===== src/rtl/cpu_types_pkg.sv =====
// Shared CPU datapath types: machine word and memory-arbiter state encoding.
// Pure type/constant package; no logic, no timing.
package cpu_types_pkg;

  typedef logic [31:0] word_t;

  typedef enum logic [2:0] {
    IDLE  = 3'd0,
    DACC  = 3'd1,
    IACC  = 3'd2,
    DRESP = 3'd3,
    IRESP = 3'd4
  } arb_state_t;

endpackage


===== src/rtl/mem_arbiter.sv =====
// Serialises data and fetch requests onto one RAM port, data first; min 3 cycles per access.
// Requests are held until their hit pulse; RAM stalls via ram_ready, watched by a sticky watchdog.
module mem_arbiter
  import cpu_types_pkg::*;
#(
  parameter int TIMEOUT = 64
) (
  input  logic  CLK,
  input  logic  RST,
  input  logic  iREN,
  input  word_t iaddr,
  input  logic  dREN,
  input  logic  dWEN,
  input  word_t daddr,
  input  word_t dstore,
  input  logic  halt,
  output logic  ihit,
  output logic  dhit,
  output word_t iload,
  output word_t dload,
  output logic  ram_ren,
  output logic  ram_wen,
  output word_t ram_addr,
  output word_t ram_store,
  input  word_t ram_load,
  input  logic  ram_ready,
  output logic  busy_err
);

  localparam logic [7:0] TMO_LAST = 8'(TIMEOUT - 1);

  arb_state_t state;
  logic [7:0] wd_cnt;

  always_ff @(posedge CLK) begin
    if (RST) begin
      state     <= IDLE;
      wd_cnt    <= '0;
      busy_err  <= 1'b0;
      ihit      <= 1'b0;
      dhit      <= 1'b0;
      iload     <= '0;
      dload     <= '0;
      ram_ren   <= 1'b0;
      ram_wen   <= 1'b0;
      ram_addr  <= '0;
      ram_store <= '0;
    end else begin
      ihit <= 1'b0;
      dhit <= 1'b0;
      case (state)
        IDLE: begin
          // A store wins over a load if both strobes are up.
          if (dREN || dWEN) begin
            state     <= DACC;
            ram_addr  <= daddr;
            ram_store <= dstore;
            ram_wen   <= dWEN;
            ram_ren   <= !dWEN;
            wd_cnt    <= '0;
          end else if (iREN && !halt) begin
            state     <= IACC;
            ram_addr  <= iaddr;
            ram_store <= '0;
            ram_wen   <= 1'b0;
            ram_ren   <= 1'b1;
            wd_cnt    <= '0;
          end
        end
        DACC, IACC: begin
          if (ram_ready) begin
            if (state == DACC) begin
              if (!ram_wen) dload <= ram_load;
              dhit  <= 1'b1;
              state <= DRESP;
            end else begin
              iload <= ram_load;
              ihit  <= 1'b1;
              state <= IRESP;
            end
            ram_ren   <= 1'b0;
            ram_wen   <= 1'b0;
            ram_addr  <= '0;
            ram_store <= '0;
          end else begin
            // Keep waiting on a stalled RAM; only flag it.
            if (wd_cnt != 8'hFF) wd_cnt <= wd_cnt + 8'd1;
            if (wd_cnt == TMO_LAST) busy_err <= 1'b1;
          end
        end
        DRESP, IRESP: state <= IDLE;
        default:      state <= IDLE;
      endcase
    end
  end

endmodule


===== config.mk =====
export PLATFORM = sky130hd
export DESIGN_NAME = mem_arbiter
export DESIGN_NICKNAME = d
export VERILOG_FILES = /design/src/rtl/cpu_types_pkg.sv /design/src/rtl/mem_arbiter.sv
export SDC_FILE = /design/constraint.sdc
export NUM_CORES = 1
export LEC_CHECK = 0
export CAP_MARGIN = 20
export CORE_ASPECT_RATIO = 0.5
export CORE_UTILIZATION = 46
export CTS_BUF_LIST = sky130_fd_sc_hd__clkbuf_8
export CTS_CLUSTER_DIAMETER = 80
export DETAILED_ROUTE_END_ITERATION = 8
export GPL_TIMING_DRIVEN = 0
export PLACE_DENSITY = 0.89
export SLEW_MARGIN = 20
export SYNTH_ARGS = -nofsm -noshare
export SYNTH_HDL_FRONTEND = slang
export SYNTH_SLANG_ARGS = --single-unit

===== constraint.sdc =====
create_clock -name CLK -period 3.3 [get_ports CLK]
set_clock_uncertainty 0.2 [all_clocks]
set_input_delay 0.66 -clock CLK [delete_from_list [all_inputs] [get_ports CLK]]
set_output_delay 0.66 -clock CLK [all_outputs]
set_load 0.01 [all_outputs]

=== Word level (Yosys, flattened, before mapping) ===
Cells that the tools add are included.

* Bits of input ports: 135
* Logic and storage cells: 64
* Output and inout port bits: 133
* Register bits after elaboration: 144

* Add/sub/neg operators: 1
* Bitwise operators: 4
* Mux-type cells: 26
* Reductions and logical operators: 14
* Equal/unequal tests: 8

{| class="wikitable"
|+ Operator list
! kind !! count
|-
| $mux 32 || 5
|-
| $pmux 32 s2 || 2
|-
| $mux 8 || 4
|-
| $pmux 8 s2 || 1
|-
| $mux 3 || 4
|-
| $reduce_and 3->1 || 3
|-
| $add 8x1->8 const B || 1
|-
| $eq 8x6->1 const B || 1
|-
| $ne 8x8->1 const B || 1
|-
| $reduce_and 4->1 || 2
|-
| $mux 1 || 7
|-
| $ne 2x2->1 const B || 3
|-
| $pmux 3 s2 || 1
|-
| $not 1->1 || 4
|-
| $pmux 1 s2 || 2
|-
| $eq 3x1->1 const B || 1
|-
| $eq 3x2->1 const B || 1
|-
| $logic_not 3->1 || 1
|-
| $ne 3x3->1 const B || 1
|-
| $reduce_or 3->1 || 1
|-
| $logic_not 1->1 || 2
|-
| $reduce_and 2->1 || 1
|-
| $reduce_bool 2->1 || 1
|-
| $reduce_or 2->1 || 1
|-
| 2 further kinds || 2
|}

=== Longest topological paths before layout ===
* Depth after elaboration: 5
* Depth in mapped cells: 7
* Mapped depth without buffers: 5

=== Least setup slack after synthesis ===
No wires, ideal clock.

* Path kind: input port to flip-flop
* Start point: input halt
* End point: register ram_store[10]
* Slack: 1060 ps
* Stages: 5
* Buffers on the path: 1
* Data required time: 2983 ps
* Setup time: 117 ps
* Data arrival time: 1923 ps
* Cells stage by stage: nand2b_1 a2111oi_4 nor3_4 buf_6 a22o_1

* Word-level cells in the longest chain between the ends: 4

{| class="wikitable"
|+ RTL lines
! item !! line !! source
|-
| from (decl) || mem_arbiter.sv:16 || <nowiki>input logic halt,</nowiki>
|-
| $logic_not 1->1 || mem_arbiter.sv:61 || <nowiki>end else if (iREN && !halt) begin</nowiki>
|-
| $logic_and 1x1->1 || mem_arbiter.sv:61 ||
|-
| $ne 3x3->1 (no source line) || n/a ||
|-
| $reduce_and 3->1 (no source line) || n/a ||
|-
| to (signal assigned) || mem_arbiter.sv:57 || <nowiki>ram_store <= dstore;</nowiki>
|-
| to (decl) || mem_arbiter.sv:24 || <nowiki>output word_t ram_store,</nowiki>
|}

Every way passes these cells.
A chain may end at the register's enable or synchronous reset.

=== Worst setup path in the final report ===
* Start point: input ram_ready
* End point: register dload[24]

* Word-level cells in the longest chain between the ends: 1

{| class="wikitable"
|+ RTL lines
! item !! line !! source
|-
| from (decl) || mem_arbiter.sv:26 || <nowiki>input logic ram_ready,</nowiki>
|-
| $reduce_and 4->1 (no source line) || n/a ||
|-
| to (signal assigned) || mem_arbiter.sv:73 || <nowiki>if (!ram_wen) dload <= ram_load;</nowiki>
|-
| to (decl) || mem_arbiter.sv:20 || <nowiki>output word_t dload,</nowiki>
|}

Every way passes these cells.

==> run_results.csv <==
group,metric,value,unit
run_status,status,"completed",
synth,synth_cells,633,
routing,wl_met1,7.297,mm
global_route,grt_max_degree,17,
sta,finalSetupTns,0,ns
synth,yosysTopAreaCellShare,51.06,%
worst_setup_path,crit_fanout,10,
synth,seq_area_frac_synth,51.06,%
clocking,ctsResizeCount,0,
clocking,numCtsBuffers,17,
worst_setup_path,cp-end-kind,"register",
worst_setup_path,critPathMaxStageDelay,0.62,ns
finish,fill_cells,826,
clocking,clkSlewWorstSetupHoldPaths,0.08,ns
clocking,htreeDepth,4,
place,dp_hpwl,13.33,mm
clocking,clkSinkCount,144,
worst_setup_path,required,3.45,ns
floorplan,io_pins,268,
hold_path,hold_path.class,"register to register",
worst_setup_path,arrival,2.72,ns
worst_setup_path,reg2reg_slack,1.06,ns
finish,layout.nets,1054,
hold_path,min_from,"iload[7]",
clocking,cts_max_path_buffers,2,
floorplan,die_x,158.7,um
clocking,cts_tree,"done",
routing,wl_met2,9.112,mm
worst_setup_path,r2r_end,"dload[24]",
sta,hold_violations,0,
global_route,first_global_vias,5685,
synth,synth_area_per_cell,8.919,sq um
routing,dr.pass1.iters,5,
synth,yosys_warnings,0,
worst_setup_path,start_kind,"primary input",
synth,syn_area,0.005645,sq mm
pwr,ir_drop,0.0002915,V
pwr,total_power,4.705,mW
floorplan,core,0.01188,sq mm
place,routabilityCongestion,0.8612,
clocking,post-cts-setup-buffer-count,0,
pwr,p_per_area,523.6,mW/mm^2
routing,dr_wl_met3,1.447,mm
routing,drt-total-wl,18.17,mm
hold_path,hold_path_end,"iload[7]",
worst_setup_path,cp.buffers_inverters,2,
worst_setup_path,worstPathCellList,"clkdlybuf4s50_1 -> nand3b_1 -> nor3_1 -> clkbuf_1 -> nand2_1 -> a21oi_1",
floorplan,die-area,0.01275,sq mm
clocking,postCtsHoldBufs,0,
routing,routed.top_layer,"met4",
hold_path,whs_path_depth,2,
routing,drtAntennaViolNets,0,
worst_setup_path,rr_startpoint,"state[1]",
worst_setup_path,crit_path_top_delay_cell,"clkdlybuf4s50_1",
synth,synth_fp_nets,769,
pwr,p_leak,3.159,nW
place,io_buffer_count,266,
sta,slew_headroom,42.66,%
routing,via_count,5804,
floorplan,die_height,80.34,um
synth,ys_ff_latch,144,
synth,netlist-cell-type-count,45,
sta,finalSetupViolCount,0,
worst_setup_path,path_class,"primary input to register",
sta,drv_slew,0,
global_route,grt_pass1_wl,27.91,mm
global_route,grt_overflow_total,0,
routing,dr.first_iter.drc_count,349,
finish,area_growth,59.18,%
sta,fmax,388.8,MHz
sta,rsz0062_at_grt,"no",
synth,synth_top_area_cell,"dfxtp_1",
clocking,ctsRootBufferMaster,"clkbuf_8",
routing,drc,0,
floorplan,start_util,47.53,%
sta,layout_min_cycle_time,2.572,ns
finish,drive_gt1_share,9.140,%
synth,synth_area_leaders,"dfxtp_1 (51%), nand2_1 (9.1%), a21oi_1 (8.9%)",
sta,worst_pin_slew,0.8601,ns
global_route,grt_usage,28.08,%
run,cap_viol_max_count,0,
worst_setup_path,reg2reg_depth,6,
routing,wl_per_cell,16.59,um
finish,antennaDiodeCount,0,
routing,viasPerCell,5.300,
sta,min_period_over_period,77.93,%
floorplan,rows,28,
clocking,worstSkewPairLatency,0.43,ns
worst_setup_path,cp_top_family,"buffers and inverters",
global_route,antenna_found_initial,0,
## registers in the layout, indices dropped and copies added (netlist names)
| name | flops |
|---|---|
| iload | 32 |
| wd_cnt | 8 |
| ram_store | 32 |
| ram_ren | 1 |
| state | 3 |
| ram_wen | 1 |
| busy_err | 1 |
| ram_addr | 32 |
| dhit | 1 |
| dload | 32 |
| ihit | 1 |
## layout by cell type, fill, tap and decap left out, types with 2 or more instances in the layout
cell type | netlist | routed
a2111o_1 | 2 | 2
o21ai_1 | 2 | 2
buf_1 | 3 | 3
clkinv_4 | 0 | 3
mux2_2 | 32 | 32
dfxtp_1 | 144 | 144
nand3b_1 | 2 | 2
clkdlybuf4s50_1 | 0 | 266
or3_1 | 2 | 2
buf_2 | 5 | 5
inv_1 | 2 | 3
a311oi_1 | 4 | 4
bufinv_16 | 0 | 6
nor3_1 | 4 | 4
clkinv_2 | 0 | 2
o21ai_0 | 2 | 2
buf_6 | 8 | 8
a22o_1 | 32 | 32
nor2_1 | 12 | 12
a221oi_1 | 3 | 3
or4_1 | 2 | 2
clkbuf_1 | 37 | 37
a22oi_1 | 2 | 2
nand2_1 | 137 | 137
a21oi_1 | 100 | 100
nand3_1 | 69 | 69
clkbuf_8 | 0 | 17
nand2b_1 | 5 | 5
inv_6 | 0 | 2
## synth_stat cells
library cell	instances
dfxtp_1	144
nand2_1	137
a21oi_1	100
nand3_1	69
clkbuf_1	37
a22o_1	32
mux2_2	32
nor2_1	12
buf_6	8
buf_2	5
nand2b_1	5
a311oi_1	4
nor3_1	4
a221oi_1	3
buf_1	3
a2111o_1	2
a22oi_1	2
inv_1	2
nand3b_1	2
o21ai_0	2
o21ai_1	2
or3_1	2
or4_1	2
a2111oi_4	1
a22oi_2	1
a31oi_1	1
a41oi_1	1
and2_1	1
and3_1	1
buf_4	1
ha_1	1
mux2i_1	1
nand4b_1	1
nor2_4	1
nor2b_1	1
nor3_2	1
nor3_4	1
nor4_1	1
nor4b_2	1
o32ai_1	1
o41ai_1	1
or2_2	1
or3_4	1
xnor2_2	1
xor2_1	1
## power by group
group | switching (mW) | leakage [nW] | internal (mW)
Sequential | 0.0739 | 1.17 | 1.87
Clock | 0.681 | 0.242 | 0.976
Combinational | 0.539 | 1.74 | 0.565
Total | 1.29 | 3.16 | 3.41
## worst max path at each step
stage,start,end,slack [ns],depth (start not counted)
finish,ram_ready,dload[24],0.73,6
global route,ram_ready,dload[29],0.53,6
CTS,dWEN,ram_store[7],0.73,6
detailed placement,dWEN,ram_store[20],0.30,6
global placement,ram_ready,dload[25],0.37,6
floorplan,halt,ram_store[10],1.06,5
## final cells by class
cell class | count | area [sq um] | area share [%]
flip-flops and latches | 144 | 2883 | 32.08
clock buffers | 17 | 234.0 | 2.604
well taps | 165 | 206.4 | 2.297
repair buffers | 266 | 2663 | 29.63
inverters | 2 | 7.507 | 0.08354
multi-input cells | 433 | 2482 | 27.62
plain buffers | 54 | 272.8 | 3.035
clock inverters | 14 | 237.7 | 2.646
## tightest hold or removal path, stage by stage, from the launching register on
cell and delay (ns):
dfxtp_1 0.31, nand2_1 0.05, a21oi_1 0.05
## stage by stage
| stage | utilization (%) | instances | hold slack [ns] | setup WS (ns) | cell area [sq um] |
|---|---|---|---|---|---|
| 2_1_floorplan | - | 633 | 0.2731 | 1.060 | 5645 |
| 3_3_place_gp | 71.69 | 1064 | 0.2418 | 0.3707 | 8514 |
| 3_5_place_dp | 71.69 | 1064 | 0.2469 | 0.2960 | 8514 |
| 4_1_cts | 75.66 | 1095 | 0.2581 | 0.7343 | 8986 |
| 5_1_grt | 75.66 | 1095 | 0.2756 | 0.5283 | 8986 |
| 6_report | 75.66 | 1095 | 0.2552 | 0.7282 | 8986 |
## logic make-up (layout without fill, tap and decap cells)
group / after synthesis / count (layout) / synth area share [%]
AND/OR/NAND/NOR: 244 / 244 / 19.53
AO/OA/AOI/OAI: 153 / 153 / 17.22
flip-flops: 144 / 144 / 51.06
buffers and inverters: 56 / 353 / 4.965
multiplexers: 33 / 33 / 6.560
XOR/XNOR: 2 / 2 / 0.4434
adder cells (fa/ha/maj): 1 / 1 / 0.2216
## routing by layer
metal	up-vias	GRT usage, %
met5	-	0
met4	0	8.365
met3	27	7.933
met1	2772	32.09
met2	214	51.05
li1	2791	-
Power figures use the tool's default switching activity.
